File: config.mk
export PLATFORM = sky130hd
export DESIGN_NAME = shape_layer_compositor
export DESIGN_NICKNAME = d
export VERILOG_FILES = /design/src/rtl/graphics_package.sv /design/src/rtl/shape_layer_compositor_hit_test.sv /design/src/rtl/shape_layer_compositor.sv
export SDC_FILE = /design/constraint.sdc
export NUM_CORES = 2
export LEC_CHECK = 0
export CORE_MARGIN = 5
export CORE_UTILIZATION = 65
export CTS_BUF_LIST = sky130_fd_sc_hd__clkbuf_2
export DETAILED_ROUTE_END_ITERATION = 8
export PLACE_DENSITY = 0.85
export RECOVER_POWER = 50
export SLEW_MARGIN = 0
export SYNTH_ARGS = -nofsm -noshare
export SYNTH_HDL_FRONTEND = slang
export SYNTH_SLANG_ARGS = --single-unit
File: constraint.sdc
create_clock -name clk -period 44.3 [get_ports clk]
set_clock_uncertainty 0.15 [all_clocks]
set_input_delay 13.29 -clock clk [delete_from_list [all_inputs] [get_ports clk]]
set_output_delay 13.29 -clock clk [all_outputs]
set_load 0.1 [all_outputs]
File: src/rtl/graphics_package.sv
// Shared shape-layer types: drawing modes, the per-shape descriptor and
// span helpers used by the hit test.
package graphics_package;

    localparam int SHAPE_COORD_W = 12;
    localparam int SHAPE_COLOR_W = 24;

    typedef enum logic [1:0] {
        MODE_OFF     = 2'd0,
        MODE_FILL    = 2'd1,
        MODE_OUTLINE = 2'd2,
        MODE_BLINK   = 2'd3
    } shape_mode_t;

    typedef struct packed {
        logic [SHAPE_COORD_W-1:0] x;
        logic [SHAPE_COORD_W-1:0] y;
        logic [SHAPE_COORD_W-1:0] w;
        logic [SHAPE_COORD_W-1:0] h;
        shape_mode_t              mode;
        logic [SHAPE_COLOR_W-1:0] color;
    } shape_t;

    localparam shape_t SHAPE_RESET = '0;

    localparam logic [SHAPE_COORD_W:0] ONE_EXT = {{SHAPE_COORD_W{1'b0}}, 1'b1};

    // Last covered coordinate, one bit wider so a span ending at the top of
    // the coordinate range cannot wrap back to zero.
    function automatic logic [SHAPE_COORD_W:0] span_last(
        input logic [SHAPE_COORD_W-1:0] start,
        input logic [SHAPE_COORD_W-1:0] len
    );
        return {1'b0, start} + {1'b0, len} - ONE_EXT;
    endfunction

    function automatic logic span_hit(
        input logic [SHAPE_COORD_W-1:0] pos,
        input logic [SHAPE_COORD_W-1:0] start,
        input logic [SHAPE_COORD_W-1:0] len
    );
        return (len != '0) && (pos >= start) && ({1'b0, pos} <= span_last(start, len));
    endfunction

    function automatic logic span_edge(
        input logic [SHAPE_COORD_W-1:0] pos,
        input logic [SHAPE_COORD_W-1:0] start,
        input logic [SHAPE_COORD_W-1:0] len
    );
        return (pos == start) || ({1'b0, pos} == span_last(start, len));
    endfunction

endpackage

File: src/rtl/shape_layer_compositor_hit_test.sv
// Combinational hit test of one pixel position against one shape,
// including mode handling (outline border and blink gating).
module shape_hit_test
    import graphics_package::*;
(
    input  logic [SHAPE_COORD_W-1:0] i_pos_x,
    input  logic [SHAPE_COORD_W-1:0] i_pos_y,
    input  shape_t                   i_shape,
    input  logic                     i_blink_phase,
    output logic                     o_hit
);

    logic w_inside;
    logic w_on_edge;

    assign w_inside  = span_hit(i_pos_x, i_shape.x, i_shape.w)
                     && span_hit(i_pos_y, i_shape.y, i_shape.h);
    assign w_on_edge = span_edge(i_pos_x, i_shape.x, i_shape.w)
                     || span_edge(i_pos_y, i_shape.y, i_shape.h);

    // NOTE: every output of a combinational block gets a default first so no
    // path through the case leaves it unassigned and infers a latch.
    always_comb begin
        o_hit = 1'b0;
        unique case (i_shape.mode)
            MODE_OFF:     o_hit = 1'b0;
            MODE_FILL:    o_hit = w_inside;
            MODE_OUTLINE: o_hit = w_inside && w_on_edge;
            MODE_BLINK:   o_hit = w_inside && i_blink_phase;
            default:      o_hit = 1'b0;
        endcase
    end

endmodule

File: src/rtl/shape_layer_compositor.sv
// Overlays up to N_SHAPES rectangles on a video stream. Configuration goes
// to a shadow set that becomes active on the vsync rising edge.
module shape_layer_compositor
    import graphics_package::*;
#(
    parameter int N_SHAPES   = 4,
    parameter int COORD_W    = 12,
    parameter int COLOR_W    = 24,
    parameter int BLINK_LOG2 = 5
) (
    input  logic                 clk,
    input  logic                 rst,

    input  logic [COORD_W-1:0]   pos_x,
    input  logic [COORD_W-1:0]   pos_y,
    input  logic                 de_in,
    input  logic                 hsync_in,
    input  logic                 vsync_in,

    input  logic                 cfg_valid,
    output logic                 cfg_ready,
    input  logic [(N_SHAPES > 1 ? $clog2(N_SHAPES) : 1)-1:0] cfg_idx,
    input  logic [COORD_W-1:0]   cfg_x,
    input  logic [COORD_W-1:0]   cfg_y,
    input  logic [COORD_W-1:0]   cfg_w,
    input  logic [COORD_W-1:0]   cfg_h,
    input  logic [1:0]           cfg_mode,
    input  logic [COLOR_W-1:0]   cfg_color,

    input  logic [COLOR_W-1:0]   bg_color,
    output logic [COLOR_W-1:0]   rgb_out,
    output logic                 de_out,
    output logic                 hsync_out,
    output logic                 vsync_out
);

    localparam int IDX_W = (N_SHAPES > 1) ? $clog2(N_SHAPES) : 1;
    localparam logic [BLINK_LOG2:0] FRAME_STEP = {{BLINK_LOG2{1'b0}}, 1'b1};

    shape_t                  r_shadow [N_SHAPES];
    shape_t                  r_active [N_SHAPES];
    logic [BLINK_LOG2:0]     r_frame_cnt;

    logic [N_SHAPES-1:0]     r_hit;
    logic                    r_de1, r_hs1, r_vs1;
    logic [COLOR_W-1:0]      r_rgb;
    logic                    r_de2, r_hs2, r_vs2;

    logic                    w_commit;
    logic                    w_idx_ok;
    shape_t                  w_cfg_shape;
    logic [SHAPE_COORD_W-1:0] w_pos_x, w_pos_y;
    logic [N_SHAPES-1:0]     w_hit;
    logic [COLOR_W-1:0]      w_rgb_next;

    // r_vs1 doubles as the previous-cycle vsync for edge detection.
    assign w_commit  = vsync_in && !r_vs1;
    assign cfg_ready = !rst && !w_commit;
    assign w_idx_ok  = (32'(cfg_idx) < 32'(N_SHAPES));

    always_comb begin
        w_cfg_shape       = SHAPE_RESET;
        w_cfg_shape.x     = SHAPE_COORD_W'(cfg_x);
        w_cfg_shape.y     = SHAPE_COORD_W'(cfg_y);
        w_cfg_shape.w     = SHAPE_COORD_W'(cfg_w);
        w_cfg_shape.h     = SHAPE_COORD_W'(cfg_h);
        w_cfg_shape.mode  = shape_mode_t'(cfg_mode);
        w_cfg_shape.color = SHAPE_COLOR_W'(cfg_color);
    end

    // NOTE: the shape tables are small register arrays, not RAM, so they are
    // cleared by reset like any other state; sequential state always uses <=.
    always_ff @(posedge clk or posedge rst) begin
        if (rst) begin
            for (int i = 0; i < N_SHAPES; i++) begin
                r_shadow[i] <= SHAPE_RESET;
                r_active[i] <= SHAPE_RESET;
            end
            r_frame_cnt <= '0;
        end else begin
            if (w_commit) begin
                for (int i = 0; i < N_SHAPES; i++) begin
                    r_active[i] <= r_shadow[i];
                end
                r_frame_cnt <= r_frame_cnt + FRAME_STEP;
            end
            if (cfg_valid && cfg_ready && w_idx_ok) begin
                r_shadow[cfg_idx] <= w_cfg_shape;
            end
        end
    end

    assign w_pos_x = SHAPE_COORD_W'(pos_x);
    assign w_pos_y = SHAPE_COORD_W'(pos_y);

    for (genvar g = 0; g < N_SHAPES; g++) begin : g_shape
        shape_hit_test u_hit_test (
            .i_pos_x       (w_pos_x),
            .i_pos_y       (w_pos_y),
            .i_shape       (r_active[g]),
            .i_blink_phase (r_frame_cnt[BLINK_LOG2]),
            .o_hit         (w_hit[g])
        );
    end

    // Walk from the highest index down so the lowest-index hit lands last.
    always_comb begin
        w_rgb_next = '0;
        if (r_de1) begin
            w_rgb_next = bg_color;
            for (int i = N_SHAPES - 1; i >= 0; i--) begin
                if (r_hit[i]) begin
                    w_rgb_next = COLOR_W'(r_active[i].color);
                end
            end
        end
    end

    always_ff @(posedge clk or posedge rst) begin
        if (rst) begin
            r_hit <= '0;
            r_de1 <= 1'b0;
            r_hs1 <= 1'b0;
            r_vs1 <= 1'b0;
            r_rgb <= '0;
            r_de2 <= 1'b0;
            r_hs2 <= 1'b0;
            r_vs2 <= 1'b0;
        end else begin
            r_hit <= w_hit;
            r_de1 <= de_in;
            r_hs1 <= hsync_in;
            r_vs1 <= vsync_in;
            r_rgb <= w_rgb_next;
            r_de2 <= r_de1;
            r_hs2 <= r_hs1;
            r_vs2 <= r_vs1;
        end
    end

    assign rgb_out   = r_rgb;
    assign de_out    = r_de2;
    assign hsync_out = r_hs2;
    assign vsync_out = r_vs2;

endmodule

## After elaboration in Yosys (flattened, before gate mapping)

Index checks and enable logic that the tools add are counted.

| storage, ports and cells | value |
|---|---|
| output and inout port bits | 28 |
| logic and storage cells | 192 |
| bits in registers | 632 |
| bits of input ports | 130 |

| operators by class | value |
|---|---|
| eq/ne operators | 28 |
| reduce and logical (&&, ||, !) cells | 59 |
| $add $sub $neg | 17 |
| magnitude comparators | 18 |
| bitwise logic cells | 1 |
| muxes and demuxes | 12 |

Operators with widths:

| kind | count |
|---|---|
| 296-bit bitwise mux | 1 |
| 74-bit demux with 2-bit select | 1 |
| 24-bit two-way mux | 5 |
| 12-bit by 12-bit adder with 13-bit output | 8 |
| 12-bit by 13-bit == test with 1-bit output | 8 |
| 12-bit by 13-bit <= comparator with 1-bit output | 8 |
| 13-bit by 1-bit subtractor with 13-bit output, second input constant | 8 |
| 12-bit == test | 8 |
| 12-bit greater-or-equal comparator | 8 |
| 12-bit nonzero test | 8 |
| 74-bit two-way mux | 1 |
| 1-bit logical AND | 32 |
| 2-bit == test, second input constant | 8 |
| 1-bit one-hot mux with 4 select lines | 4 |
| 1-bit logical OR | 12 |
| 2-bit by 1-bit == test with 1-bit output, second input constant | 4 |
| 2-bit logical NOT | 4 |
| 6-bit by 1-bit adder with 6-bit output, second input constant | 1 |
| 3-bit greater-or-equal comparator, second input constant | 1 |
| 1-bit logical NOT | 3 |
| 3-bit by 1-bit < comparator with 1-bit output, second input constant | 1 |
| 2-bit NOT with 3-bit output | 1 |

## Logic depth before layout (Yosys ltp)

| depth | value |
|---|---|
| word-level depth | 7 |
| depth in mapped cells | 22 |
| gate-level depth less buffers | 22 |

## Modules after synthesis

From an unflattened synthesis, not the netlist that was laid out.

| unflattened totals | value |
|---|---|
| cells, all modules | 3548 |
| area total of the unflattened synthesis | 35597.9 um^2 |

Modules (own cells, without submodules):

| module | area each (um^2) | sequential area each (um^2) | cells each | times used |
|---|---|---|---|---|
| shape_layer_compositor | 24532.3 | 15815.2 | 2055 | 1 |
| shape_hit_test at g_shape[0].u_hit_test ... | 2773.9 | 0.0 | 373 | 2 |
| shape_hit_test at g_shape[2].u_hit_test | 2780.2 | 0.0 | 374 | 1 |
| shape_hit_test at g_shape[1].u_hit_test | 2737.6 | 0.0 | 373 | 1 |

## Worst setup path before layout

No wires, ideal clock.

| timing | value |
|---|---|
| kind | input port to output port |
| start | in vsync_in |
| end | out cfg_ready |
| required time | 30860 ps |
| data arrival time | 14851 ps |
| slack | 16009 ps |
| path buffers | 1 |
| cell stages on the path | 3 |
| cells stage by stage | nor2b_1 -> buf_2 -> nor2_1 |

| on the way | value |
|---|---|
| word-level cells in the longest chain between the ends | 3 |

RTL lines:

| item | line | RTL |
|---|---|---|
| from (decl) | shape_layer_compositor.sv:18 | `input logic vsync_in,` |
| 1-bit logical AND | shape_layer_compositor.sv:57 | `assign w_commit = vsync_in && !r_vs1;` |
| 1-bit logical NOT | shape_layer_compositor.sv:58 | `assign cfg_ready = !rst && !w_commit;` |
| 1-bit logical AND | shape_layer_compositor.sv:58 |  |
| to (decl) | shape_layer_compositor.sv:21 | `output logic cfg_ready,` |

No other way between the ends.

## Final worst setup path

Same ends and word-level chain as after synthesis.

==> results.toml <==
[power_and_ir_drop]
p_leak_nw = 18.9
power.density_mw_per_mm2 = 58.2
ir_drop_mv = 0.0347

[grt]
grt_pass1_vias = 26000
grt_pass1_wl_mm = 133
grt_antenna_before_repair = 3
grtUsageTotal = 0.290
grt_max_degree = 205
grt.overflow.total = 0

[sta]
fin_crit_ns = 29.16
worst_slack_ns = 15.14
timing_hold_violations_final = 0
setup_viol = 0
min_period_over_period = 0.658
slew_viol_final = 820
rsz0062_at_grt = "false"
worstMarginPinSlew_ns = 7.76
relSlewSlack = -4.17
fmax_ghz = 0.0343
setup_tns_ns = 0

[clock_network]
cts.sinks = 632
ctsHoldBuffers = 0
clk_pin_slew_ns = 0.08
h-tree-depth = 4
tritoncts = "built"
ctsResizeCount = 0
numCtsBuffers = 160
clockBufferDepth = 3
clock_tree.root_cell = "clkbuf_2"
insertion_delay_ns = 1.42
postCtsSetupBuffers = 0

[outcome]
outcome = "finished with violations"
violations = "capacitance limit, slew limit"

[logic_synthesis]
synth_most_common_cell = "dfrtp_1"
synth_top_area_frac = 0.457
yosysUniqueCellTypes = 66
yosysSeqAreaShare = 0.457
async_reset_ff_frac = 1.00
synthTopCellsByCount = "dfrtp_1, nand2_1, inv_1, ha_1, o21ai_0"
ys_warn_count = 0
ys_ff_latch = 632
synthFlopType = "dfrtp_1"
synth.area.top_cells = "dfrtp_1, ha_1, nand2_1"
syn_avg_cell_area_um2 = 9.92
syn_area_mm2 = 0.0346
yosys.area.top_type = "dfrtp_1"
syn_inst = 3486
synth_edf_count = 0
syn_nets = 4001

[finish]
fill_cells = 3721
nets = 4223
area_growth_pct = 10.1
drive_above_1_share = 0.116
finalNonFillerCells = 4503
design_area_mm2 = 0.0381

[placement]
place_congestion = 0.924
pre_cts_ws_ns = 15.54
io_buffers = 157
placedCellCount = 4234
dpl_cell_area_mm2 = 0.0367
dp_hpwl_mm = 57.4

[detailed_routing]
drt_wl_total_mm = 82.2
top_layer_used = "met4"
drt_iter0_drc = 1892
route.detailed.drc = 0
vias = 25800
viasPerCell = 5.72
met2_length_mm = 39.5
wl_met1_mm = 34.2
met3_length_mm = 4.79
drt_pass1_iterations = 8
antenna_left = 0
wl_per_cell_um = 18.3

[setup_path]
cp.required_ns = 30.86
crit_type = "input port to output port"
critPathLaunchType = "input port"
cp_max_fo = 3
end_kind = "output port"
crit_arrival_ns = 15.72

[die]
coreArea_mm2 = 0.0527
dieHeight_um = 241
row_count = 84
dieArea_mm2 = 0.0579
io-pin-count = 158
start_util = 0.657
die_w_um = 241

[run]
max-cap-violations = 10

[min_path]
hp-class = "flop to flop"
## layer usage
metal | vias to the layer above | GRT usage
met3 | 256 | 0.0603
met5 | - | 0
met2 | 796 | 0.474
met4 | 0 | 0.135
met1 | 12500 | 0.374
li1 | 12300 | -
## state kept, by name (all words and copies together), names as in the netlist, 4 cells and up
signal / count
r_active: 296
r_frame_cnt: 6
r_hit: 4
r_shadow: 296
rgb_out: 24
## kinds of logic (layout without fill, tap and decap cells)
family | count (synthesis) | in the layout | share of synthesized area
buf+inv | 552 | 871 | 0.0619
compound gates | 591 | 591 | 0.100
other cells | 0 | 10 | 0
simple gates | 933 | 933 | 0.117
xor+xnor | 72 | 72 | 0.0182
flops | 632 | 632 | 0.457
fa+ha+maj | 385 | 385 | 0.141
mux | 321 | 321 | 0.104
## power breakdown
group          switching [mW]  internal, mW  total [mW]
combinational           0.589         0.453        1.04
sequential             0.0693         0.709       0.778
clock                   0.239         0.156       0.395
## path summary, 6_finish.rpt
check / to / start / slack (ns) / cells after the start
min reg2reg: hsync_out$_DFF_PP0_ / r_hs1$_DFF_PP0_ / 0.21 / 0
min: hsync_out$_DFF_PP0_ / r_hs1$_DFF_PP0_ / 0.21 / 0
max reg2reg: r_active[213]$_DFFE_PP0P_ / r_vs1$_DFF_PP0_ / 35.62 / 5
max: cfg_ready / vsync_in / 15.14 / 4
min in group asynchronous: r_active[294]$_DFFE_PP0P_ / rst / 14.00 / 2
max in group asynchronous: r_hs1$_DFF_PP0_ / rst / 24.48 / 4
## critical path, cell delays in order
cell	delay [ns]
dlygate4sd3_1	0.62
nor2b_1	0.65
nor2_1	0.15
clkdlybuf4s50_1	1.01
## per-stage QoR
| stage | hold WS (ns) | total power, mW | utilization |
|---|---|---|---|
| final | 0.208 | 2.22 | 0.723 |
| after global placement | 0.190 | 1.76 | 0.697 |
| after floorplan | 0.181 | 1.57 | - |
| after CTS | 0.217 | 2.22 | 0.724 |
| after global routing | 0.234 | 2.42 | 0.723 |
| after detailed placement | 0.197 | 1.81 | 0.697 |
## area by class of cell
class / instances / area (um2) / area share
inverters: 433 / 1630 / 0.0427
well taps: 688 / 861 / 0.0226
clock buffers: 216 / 1080 / 0.0284
repair buffers: 179 / 1710 / 0.0448
clock inverters: 43 / 323 / 0.00848
flip-flops and latches: 632 / 15800 / 0.415
diodes: 10 / 25.0 / 0.000657
multi-input cells: 2302 / 16600 / 0.437
## layout by cell type, fill, tap and decap left out, types with 21 or more instances in the layout
cell type          n
clkdlybuf4s50_1  149
a21o_1            47
clkinv_1          21
mux2_2           176
nor2_1           109
nor3_1            37
a211oi_1          23
nand4_1           31
nor4_1            27
xnor2_1           33
o21a_1            21
inv_1            432
dfrtp_1          632
ha_1             377
o21ai_0          267
nand2_1          593
mux2_1           120
xor2_1            39
nand3_1           28
nor2b_1           26
a21oi_1          130
o21ai_1           21
clkbuf_2         216
mux2i_1           25
No activity file was read; power rests on OpenSTA's default activity.
